==> src/rtl/btn_event_gen_if.sv <==
// Button-event bundle: debounced button levels in, per-button event pulses and held levels out.
// The master side drives the button levels; the slave side (the event generator) returns the events.
interface btn_event_gen_if;
   logic [2:0] btn;
   logic [2:0] press_pulse;
   logic [2:0] short_pulse;
   logic [2:0] long_pulse;
   logic [2:0] repeat_pulse;
   logic [2:0] held;

   modport master (
      output btn,
      input  press_pulse, short_pulse, long_pulse, repeat_pulse, held
   );

   modport slave (
      input  btn,
      output press_pulse, short_pulse, long_pulse, repeat_pulse, held
   );
endinterface

==> src/rtl/btn_event_gen.sv <==
// Converts three debounced button levels into registered one-cycle press/short/long/repeat
// pulses plus a held level, using one independent FSM and 27-bit counter per button.
module btn_event_gen #(
   parameter logic [26:0] LONG_LIMIT   = 27'd100_000_000,
   parameter logic [26:0] REPEAT_LIMIT = 27'd20_000_000,
   parameter logic        REPEAT_EN    = 1'b1
) (
   input logic           clk,
   input logic           reset,
   btn_event_gen_if.slave bus
);

   typedef enum logic [1:0] {
      ST_IDLE   = 2'd0,
      ST_HOLD   = 2'd1,
      ST_REPEAT = 2'd2
   } state_t;

   localparam logic [26:0] LONG_LAST   = LONG_LIMIT - 27'd1;
   localparam logic [26:0] REPEAT_LAST = REPEAT_LIMIT - 27'd1;

   state_t      state_r     [3];
   state_t      state_nxt_s [3];
   logic [26:0] count_r     [3];
   logic [26:0] count_nxt_s [3];

   logic [2:0] press_r,  short_r,  long_r,  repeat_r,  held_r;
   logic [2:0] press_s,  short_s,  long_s,  repeat_s,  held_s;

   // State, counter and output registers for all three buttons.
   always_ff @(posedge clk or negedge reset) begin
      if (!reset) begin
         for (int i = 0; i < 3; i++) begin
            state_r[i] <= ST_IDLE;
            count_r[i] <= 27'd0;
         end
         press_r  <= 3'd0;
         short_r  <= 3'd0;
         long_r   <= 3'd0;
         repeat_r <= 3'd0;
         held_r   <= 3'd0;
      end else begin
         for (int i = 0; i < 3; i++) begin
            state_r[i] <= state_nxt_s[i];
            count_r[i] <= count_nxt_s[i];
         end
         press_r  <= press_s;
         short_r  <= short_s;
         long_r   <= long_s;
         repeat_r <= repeat_s;
         held_r   <= held_s;
      end
   end

   // Next-state and counter logic; a release always takes priority over a count match.
   always_comb begin
      for (int i = 0; i < 3; i++) begin
         state_nxt_s[i] = state_r[i];
         count_nxt_s[i] = count_r[i];
         case (state_r[i])
            ST_IDLE: begin
               if (bus.btn[i]) begin
                  state_nxt_s[i] = ST_HOLD;
                  count_nxt_s[i] = 27'd0;
               end else begin
                  state_nxt_s[i] = ST_IDLE;
               end
            end
            ST_HOLD: begin
               if (!bus.btn[i]) begin
                  state_nxt_s[i] = ST_IDLE;
                  count_nxt_s[i] = 27'd0;
               end else if (count_r[i] == LONG_LAST) begin
                  state_nxt_s[i] = ST_REPEAT;
                  count_nxt_s[i] = 27'd0;
               end else begin
                  count_nxt_s[i] = count_r[i] + 27'd1;
               end
            end
            ST_REPEAT: begin
               if (!bus.btn[i]) begin
                  state_nxt_s[i] = ST_IDLE;
                  count_nxt_s[i] = 27'd0;
               end else if (count_r[i] == REPEAT_LAST) begin
                  count_nxt_s[i] = 27'd0;
               end else begin
                  count_nxt_s[i] = count_r[i] + 27'd1;
               end
            end
            default: begin
               state_nxt_s[i] = ST_IDLE;
               count_nxt_s[i] = 27'd0;
            end
         endcase
      end
   end

   // Pulse decode; each branch raises at most one pulse so pulses stay mutually exclusive.
   always_comb begin
      press_s  = 3'd0;
      short_s  = 3'd0;
      long_s   = 3'd0;
      repeat_s = 3'd0;
      held_s   = 3'd0;
      for (int i = 0; i < 3; i++) begin
         held_s[i] = (state_nxt_s[i] != ST_IDLE);
         case (state_r[i])
            ST_IDLE: begin
               press_s[i] = bus.btn[i];
            end
            ST_HOLD: begin
               if (!bus.btn[i]) begin
                  short_s[i] = 1'b1;
               end else if (count_r[i] == LONG_LAST) begin
                  long_s[i] = 1'b1;
               end else begin
                  long_s[i] = 1'b0;
               end
            end
            ST_REPEAT: begin
               if (bus.btn[i] && (count_r[i] == REPEAT_LAST)) begin
                  repeat_s[i] = REPEAT_EN;
               end else begin
                  repeat_s[i] = 1'b0;
               end
            end
            default: begin
               held_s[i] = 1'b0;
            end
         endcase
      end
   end

   assign bus.press_pulse  = press_r;
   assign bus.short_pulse  = short_r;
   assign bus.long_pulse   = long_r;
   assign bus.repeat_pulse = repeat_r;
   assign bus.held         = held_r;

endmodule

==> src/flat_wrapper.sv <==
// flat-port wrapper written by rule: the top's interface ports become plain ports
module btn_event_gen_flat 
#(
   parameter logic [26:0] LONG_LIMIT   = 27'd100_000_000,
   parameter logic [26:0] REPEAT_LIMIT = 27'd20_000_000,
   parameter logic        REPEAT_EN    = 1'b1
)
  (clk, reset, bus_btn, bus_press_pulse, bus_short_pulse, bus_long_pulse, bus_repeat_pulse, bus_held);
  btn_event_gen_if bus_i ();
  input logic clk;
  input logic reset;
  input wire logic [$bits(bus_i.btn)-1:0] bus_btn;
  output wire logic [$bits(bus_i.press_pulse)-1:0] bus_press_pulse;
  output wire logic [$bits(bus_i.short_pulse)-1:0] bus_short_pulse;
  output wire logic [$bits(bus_i.long_pulse)-1:0] bus_long_pulse;
  output wire logic [$bits(bus_i.repeat_pulse)-1:0] bus_repeat_pulse;
  output wire logic [$bits(bus_i.held)-1:0] bus_held;
  assign bus_i.btn = bus_btn;
  assign bus_press_pulse = bus_i.press_pulse;
  assign bus_short_pulse = bus_i.short_pulse;
  assign bus_long_pulse = bus_i.long_pulse;
  assign bus_repeat_pulse = bus_i.repeat_pulse;
  assign bus_held = bus_i.held;
  btn_event_gen #(.LONG_LIMIT(LONG_LIMIT), .REPEAT_LIMIT(REPEAT_LIMIT), .REPEAT_EN(REPEAT_EN)) u_core (.clk(clk), .reset(reset), .bus(bus_i));
endmodule
==> config.mk <==
export PLATFORM = sky130hd
export DESIGN_NAME = btn_event_gen_flat
export DESIGN_NICKNAME = d
export VERILOG_FILES = /design/src/rtl/btn_event_gen_if.sv /design/src/rtl/btn_event_gen.sv /design/src/flat_wrapper.sv
export SDC_FILE = /design/constraint.sdc
export NUM_CORES = 1
export LEC_CHECK = 0
export CORE_UTILIZATION = 40
export CTS_CLUSTER_DIAMETER = 50
export DETAILED_ROUTE_END_ITERATION = 6
export DONT_BUFFER_PORTS = 1
export GPL_TIMING_DRIVEN = 0
export MAX_ROUTING_LAYER = met4
export SLEW_MARGIN = 20
export SYNTH_ARGS = -nofsm -noshare
export SYNTH_HDL_FRONTEND = slang
export SYNTH_SLANG_ARGS = --single-unit
==> constraint.sdc <==
create_clock -name clk -period 2.8 [get_ports clk]
set_input_delay 0.56 -clock clk [delete_from_list [all_inputs] [get_ports clk]]
set_output_delay 0.56 -clock clk [all_outputs]
set_load 0.05 [all_outputs]
==> flow_summary.ini, run 1 <==
[floorplanning]
initial_core_util = 0.410
floorplan.rows = 43
core-area_um2 = 13900
number_of_top_level_pins = 20
chipWidth_um = 121
die_extent_in_y_um = 121
dieArea_um2 = 14700

[detailed_routing]
ant_nets = 0
via_count = 4999
routed_wl_um = 13700
drt_iter0_drc = 415
detail_route.first_pass.iterations = 5
vias_per_cell = 5.93
avgRoutedWirePerCell_um = 16.3
post-route-drc-count = 0

[logic_synthesis]
yosysSeqAreaShare = 0.449
post-synth-top-area-fraction = 0.449
leading_cell_types_by_count_after_synthesis = sky130_fd_sc_hd__dfrtp_1, sky130_fd_sc_hd__nand2_1, sky130_fd_sc_hd__a21oi_1
postSynthRegisterBits = 102
synth_cells = 647
synth_warnings = 0
synthTopCellsByArea = sky130_fd_sc_hd__dfrtp_1, sky130_fd_sc_hd__nand2_1, sky130_fd_sc_hd__a21oi_1
synth_cell_type_count = 59
net_count_after_synthesis = 670
synth.largest_area_cell = sky130_fd_sc_hd__dfrtp_1
most_frequent_cell_after_synthesis = sky130_fd_sc_hd__dfrtp_1
synth_async_sr_flop_share = 1.00
synth-edff-count = 0
summed_instance_area_of_the_synthesized_netlist_um2 = 5690
post_synth.cell_area_avg_um2 = 8.79
synth_ff_type = sky130_fd_sc_hd__dfrtp_1

[min_path]
min_path_type = input pin to async pin

[outcome]
violated_checks = hold timing
result_of_the_run = finished with violations

[setup_path]
rr_worst_depth = 6
arrival_ns = 2.89
worstPathRequired_ns = 3.01
cp-start-kind = register
rrSetupSlack_ns = 0.13
end_kind = register
r2r_end = u_core.count_r[75]
r2r-start = u_core.count_r[71]
timing.critical_path.fanout_max = 10
setup.worst_path.class = register to register

[grt]
gr-total-overflow = 0
grt_max_degree = 103
initial_antenna_violation_count = 0
grt_pass1_wl_um = 23200
vias_in_the_first_global_route = 4784
gr-usage-all-layers = 0.206

[run]
cap_violations = 0

[place]
pre_cts_ws_ns = 0.0403
hpwlAfterDp_um = 9310
globalplace.congestion = 0.901
place.port_buffers = 0

[power]
design_power_total_w = 0.00314
pint_w = 0.00237
total_switching_power_w = 0.000773
swShare = 0.246
share_comb_of_total_power = 0.075
power.leakage_nw = 2.49
p_seq_frac = 0.497
irDropWorstVdd_uv = 286
power_density_nw_per_um2 = 502
clock_power_share = 0.428

[sta]
hold_viol = 102
final-setup-viol-count = 0
worst_slack_ns = 0.130
worst-slew-pin-transition_ns = 0.600
finalHoldWorstSlack_ns = -0.105
setup_repair_after_global_routing_missed_its_margin = false
clock-skew-final_ns = 0.0115
finalMaxSlewViolations = 0
max_freq_ghz = 0.374
period_share = 0.954
worst_rel_slew_slack = 0.597
finalWorstPathRequiredPeriod_ns = 2.67
setup_tns_ns = 0

[clocking]
cts_max_level = 3
tritoncts = built
worstSkewPairLatency_ns = 0.35
clock_path_buffers = 2
tritoncts.num_buffers = 9
clkSlewWorstSetupHoldPaths_ns = 0.07
tritoncts_num_sinks = 102
cts-root-buf = sky130_fd_sc_hd__clkbuf_16

[finish]
layout-area-overhead-vs-synth_pct = 10.1
final_layout_size_suffix_gt1_frac = 0.0513
postLayoutCoreUtil = 0.451
num_antenna_cells = 0
nets = 683
## power by group through the flow
stage	sequential, W	clock [W]	combinational, W
after detailed placement	0.00159	0	0.000228
after global routing	0.00157	0.00144	0.000262
final	0.00156	0.00135	0.000234
after floorplan	0.00159	0	0.000164
after CTS	0.00156	0.00139	0.000228
after global placement	0.00159	0	0.000224
## area by class of cell
cell class              instances  area, um^2
fillers                      1345        7620
multi-input cells             499        2970
flip-flops and latches        102        2550
clock buffers                  10         239
well taps                     180         225
plain buffers                  24         109
inverters                      22        82.6
clock inverters                 4        72.6
repair buffers                  2        15.0
## registers in the layout (all words and copies together), names as in the netlist
register and flops:
u_core.state_r 6, u_core.bus.repeat_pulse 3, u_core.bus.long_pulse 3, u_core.bus.short_pulse 3, u_core.bus.press_pulse 3, u_core.bus.held 3, u_core.count_r 81
## per-layer routing
layer	track usage	vias to the layer above	part of all wire
li1	-	2426	-
met1	0.266	2431	0.47
met2	0.324	125	0.47
met3	0.0385	17	0.042
met4	0.0741	0	0.014
met5	-	-	0
## cell usage in the layout (no fill, tap or decap), types with 4 or more instances in the layout
cell | Yosys | final
sky130_fd_sc_hd__a21o_1 | 6 | 6
sky130_fd_sc_hd__a21oi_1 | 45 | 45
sky130_fd_sc_hd__a22o_1 | 5 | 5
sky130_fd_sc_hd__a31oi_1 | 36 | 36
sky130_fd_sc_hd__a41oi_1 | 5 | 5
sky130_fd_sc_hd__and2_1 | 8 | 8
sky130_fd_sc_hd__and3_1 | 15 | 15
sky130_fd_sc_hd__and4_1 | 5 | 5
sky130_fd_sc_hd__clkbuf_1 | 19 | 18
sky130_fd_sc_hd__clkbuf_16 | 0 | 9
sky130_fd_sc_hd__dfrtp_1 | 102 | 102
sky130_fd_sc_hd__ha_1 | 18 | 18
sky130_fd_sc_hd__inv_1 | 22 | 22
sky130_fd_sc_hd__nand2_1 | 86 | 85
sky130_fd_sc_hd__nand2b_1 | 9 | 9
sky130_fd_sc_hd__nand3_1 | 44 | 44
sky130_fd_sc_hd__nand4_1 | 18 | 18
sky130_fd_sc_hd__nor2_1 | 40 | 40
sky130_fd_sc_hd__nor2b_1 | 6 | 6
sky130_fd_sc_hd__nor3_1 | 14 | 13
sky130_fd_sc_hd__nor3b_1 | 4 | 4
sky130_fd_sc_hd__nor4_1 | 10 | 9
sky130_fd_sc_hd__o211ai_1 | 4 | 4
sky130_fd_sc_hd__o21ai_0 | 38 | 38
sky130_fd_sc_hd__o21ai_1 | 8 | 8
sky130_fd_sc_hd__o311ai_0 | 5 | 5
sky130_fd_sc_hd__o31ai_1 | 4 | 4
sky130_fd_sc_hd__or3_1 | 12 | 12
sky130_fd_sc_hd__or4_1 | 9 | 9
sky130_fd_sc_hd__xnor2_1 | 4 | 4
## cell families (layout without fill, tap and decap cells)
| family | after synthesis | in the layout | synth area share |
|---|---|---|---|
| adder cells (fa/ha/maj) | 18 | 18 | 0.0396 |
| XOR/XNOR | 7 | 7 | 0.0108 |
| multiplexers | 2 | 2 | 0.00352 |
| AO/OA/AOI/OAI | 176 | 176 | 0.192 |
| flip-flops | 102 | 102 | 0.449 |
| AND/OR/NAND/NOR | 296 | 296 | 0.272 |
| buffers and inverters | 46 | 62 | 0.0334 |
## through the flow
step	instance area, um^2	hold WS, ns	instances
5_1_grt	6260	-0.129	843
3_3_place_gp	5910	0.267	827
4_1_cts	6220	-0.124	841
6_report	6260	-0.105	843
2_1_floorplan	5690	0.264	647
3_5_place_dp	5910	0.267	827
## worst max-delay path by stage
stage / end / depth (start not counted) / start / slack, ns
2_1_floorplan: u_core.count_r[64] / 7 / u_core.count_r[71] / 0.40
3_3_place_gp: u_core.count_r[64] / 7 / u_core.count_r[71] / 0.03
3_5_place_dp: u_core.count_r[64] / 7 / u_core.count_r[71] / 0.04
4_1_cts: u_core.count_r[64] / 7 / u_core.count_r[71] / 0.02
5_1_grt: u_core.count_r[75] / 6 / u_core.count_r[73] / 0.02
6_report: u_core.count_r[75] / 6 / u_core.count_r[71] / 0.13
## worst max-delay path: stages (launching register included)
cell and delay, ns:
sky130_fd_sc_hd__dfrtp_1 0.44, sky130_fd_sc_hd__or4b_1 0.57, sky130_fd_sc_hd__or4_4 0.60, sky130_fd_sc_hd__a211o_1 0.39, sky130_fd_sc_hd__buf_2 0.24, sky130_fd_sc_hd__a41oi_1 0.23
sky130_fd_sc_hd__a31oi_1 0.06
## timing repair
action / 4_1_cts / 5_1_grt
endpoints found under the hold margin: 102 / 102
setup endpoints to repair: 0 / 28
resized for setup: 0 / 6
buffers inserted: 0 / 2
Power figures use the tool's default switching activity.
==> inputs of run 2 (changes only) <==
Settings changed: CTS_BUF_LIST from default to sky130_fd_sc_hd__clkbuf_16, GPL_TIMING_DRIVEN 0 to default.
==> run 2 against run 1 <==
Net effect: the flow still finishes with violations (hold timing); clock power down 10%; via count fell by 1.8%; total power decreased by 4.9%; critical path depth up 1; first-iteration DRC count shrank 17%; clock skew fell by 0.0025 ns; die area is the same; cell count shrank 1.1%; design area shrank 0.66%; register-to-register slack improved by 0.14 ns; non-clock buffer count is 10 lower; critical path type unchanged; critical endpoint is now u_core.count_r[59]; largest power group unchanged.
==> flow_summary.ini, run 2 (synthesis results as in run 1) <==
[outcome]
result_of_the_run = finished with violations
violated_checks = hold timing

[floorplanning]
die_extent_in_y_um = 121
dieArea_um2 = 14700
initial_core_util = 0.410
floorplan.rows = 43
core-area_um2 = 13900
chipWidth_um = 121
number_of_top_level_pins = 20

[run]
cap_violations = 0

[finish]
mostFrequentLayoutCell = sky130_fd_sc_hd__dfrtp_1
reg.largest.list = u_core.count_r x81, u_core.state_r x6
n_fill_cell = 1333
nets = 673
multi_input_comb_area_um2 = 2950
layout-area-overhead-vs-synth_pct = 9.37
num_antenna_cells = 0
register_area_um2 = 2550
largest_register_ffs = 81
final_layout_size_suffix_gt1_frac = 0.0596
layout.cells.most_common_list = sky130_fd_sc_hd__dfrtp_1, sky130_fd_sc_hd__nand2_1, sky130_fd_sc_hd__nand3_1, sky130_fd_sc_hd__a21oi_1, sky130_fd_sc_hd__nor2_1
max_flop_register = u_core.count_r

[setup_path]
rr_worst_depth = 7
worstPathRequired_ns = 3.02
timing.critical_path.fanout_max = 20
setup.worst_path.class = register to register
arrival_ns = 2.76
end_kind = register
cp-start-kind = register

[detailed_routing]
ant_nets = 0
routed_wl_um = 12900
avgRoutedWirePerCell_um = 15.5
drt_iter0_drc = 345
vias_per_cell = 5.89
detail_route.first_pass.iterations = 5
via_count = 4909
post-route-drc-count = 0

[place]
globalplace.congestion = 0.821
pre_cts_ws_ns = 0.295
hpwlAfterDp_um = 8590
place.port_buffers = 0

[clocking]
ctsResizeCount = 0
tritoncts_num_sinks = 102
cts-root-buf = sky130_fd_sc_hd__clkbuf_16
tritoncts = built
cts_max_level = 3
tritoncts.num_buffers = 9
clkSlewWorstSetupHoldPaths_ns = 0.07
clock_path_buffers = 2
worstSkewPairLatency_ns = 0.35
postCtsSetupBuffers = 0

[sta]
worst_slack_ns = 0.265
finalMaxSlewViolations = 0
worst_rel_slew_slack = 0.606
max_freq_ghz = 0.395
period_share = 0.905
setup_repair_after_global_routing_missed_its_margin = false
finalWorstPathRequiredPeriod_ns = 2.53
setup_tns_ns = 0
clock-skew-final_ns = 0.00900
finalHoldWorstSlack_ns = -0.0959
hold_viol = 102
worst-slew-pin-transition_ns = 0.586
final-setup-viol-count = 0

[grt]
grt_pass1_wl_um = 22300
gr-usage-all-layers = 0.195
vias_in_the_first_global_route = 4678
gr-total-overflow = 0
grt_max_degree = 103
initial_antenna_violation_count = 0

[power]
power_density_nw_per_um2 = 481
power.leakage_nw = 2.49
irDropWorstVdd_uv = 292

[min_path]
min_path_type = input pin to async pin
==> run 2: changes by cell type in the layout (fill, tap and decap cells not counted), sizes merged <==
| cell | before | now |
|---|---|---|
| bufinv | 2 | 1 |
| clkbuf | 29 | 9 |
| buf | 7 | 16 |
| clkinv | 1 | 4 |
==> run 2: power breakdown <==
group	total [W]	leakage [nW]	switching, W	internal [W]
registers	0.00156	1.41	0.0000658	0.00150
logic	0.000215	0.951	0.000138	0.0000764
clock network	0.00121	0.134	0.000535	0.000677
==> run 2: critical path, cell delays in order (launching register included) <==
cell and delay (ns):
sky130_fd_sc_hd__dfrtp_1 0.44, sky130_fd_sc_hd__or4b_1 0.57, sky130_fd_sc_hd__or4_4 0.59, sky130_fd_sc_hd__a211oi_2 0.23, sky130_fd_sc_hd__buf_4 0.27, sky130_fd_sc_hd__o21ai_0 0.12
sky130_fd_sc_hd__nand2_1 0.10, sky130_fd_sc_hd__o21ai_0 0.08
==> run 2: layer usage <==
| metal | routed length, um | GRT usage | vias to the layer above | part of all wire |
|---|---|---|---|---|
| met2 | 6150 | 0.307 | 131 | 0.48 |
| met1 | 6050 | 0.248 | 2361 | 0.47 |
| li1 | - | - | 2404 | - |
| met3 | 570 | 0.0456 | 13 | 0.044 |
| met5 | 0 | - | - | 0 |
| met4 | 118 | 0.0640 | 0 | 0.0092 |
==> run 2: metrics by stage <==
step | instance area (um^2) | total power (W) | instances | hold WS (ns) | utilization
floorplan | 5690 | 0.00175 | 647 | 0.264 | -
global placement | 5940 | 0.00180 | 819 | 0.267 | 0.428
detailed placement | 5940 | 0.00181 | 819 | 0.268 | 0.428
CTS | 6220 | 0.00304 | 834 | -0.123 | 0.448
global route | 6220 | 0.00314 | 834 | -0.126 | 0.448
finish | 6220 | 0.00299 | 834 | -0.0959 | 0.448
==> run 2: worst paths after layout <==
path | from | endpoint | slack (ns)
setup / recovery | u_core.count_r[71] | u_core.count_r[59] | 0.27
hold / removal | reset | u_core.count_r[15] | -0.1
setup reg to reg | u_core.count_r[71] | u_core.count_r[59] | 0.27
hold reg to reg | u_core.count_r[26] | u_core.count_r[26] | 0.49
max in group asynchronous | reset | u_core.count_r[37] | 2.75
min in group clk | bus_btn[0] | u_core.bus.short_pulse[0] | 0.27
==> run 2: final cells by class <==
type,count,area share
tap,180,0.0362
inverter,22,0.0133
sequential,102,0.410
timing repair buffer,16,0.0213
multi-input combinational,499,0.474
clock inverter,6,0.00865
clock buffer,9,0.0362
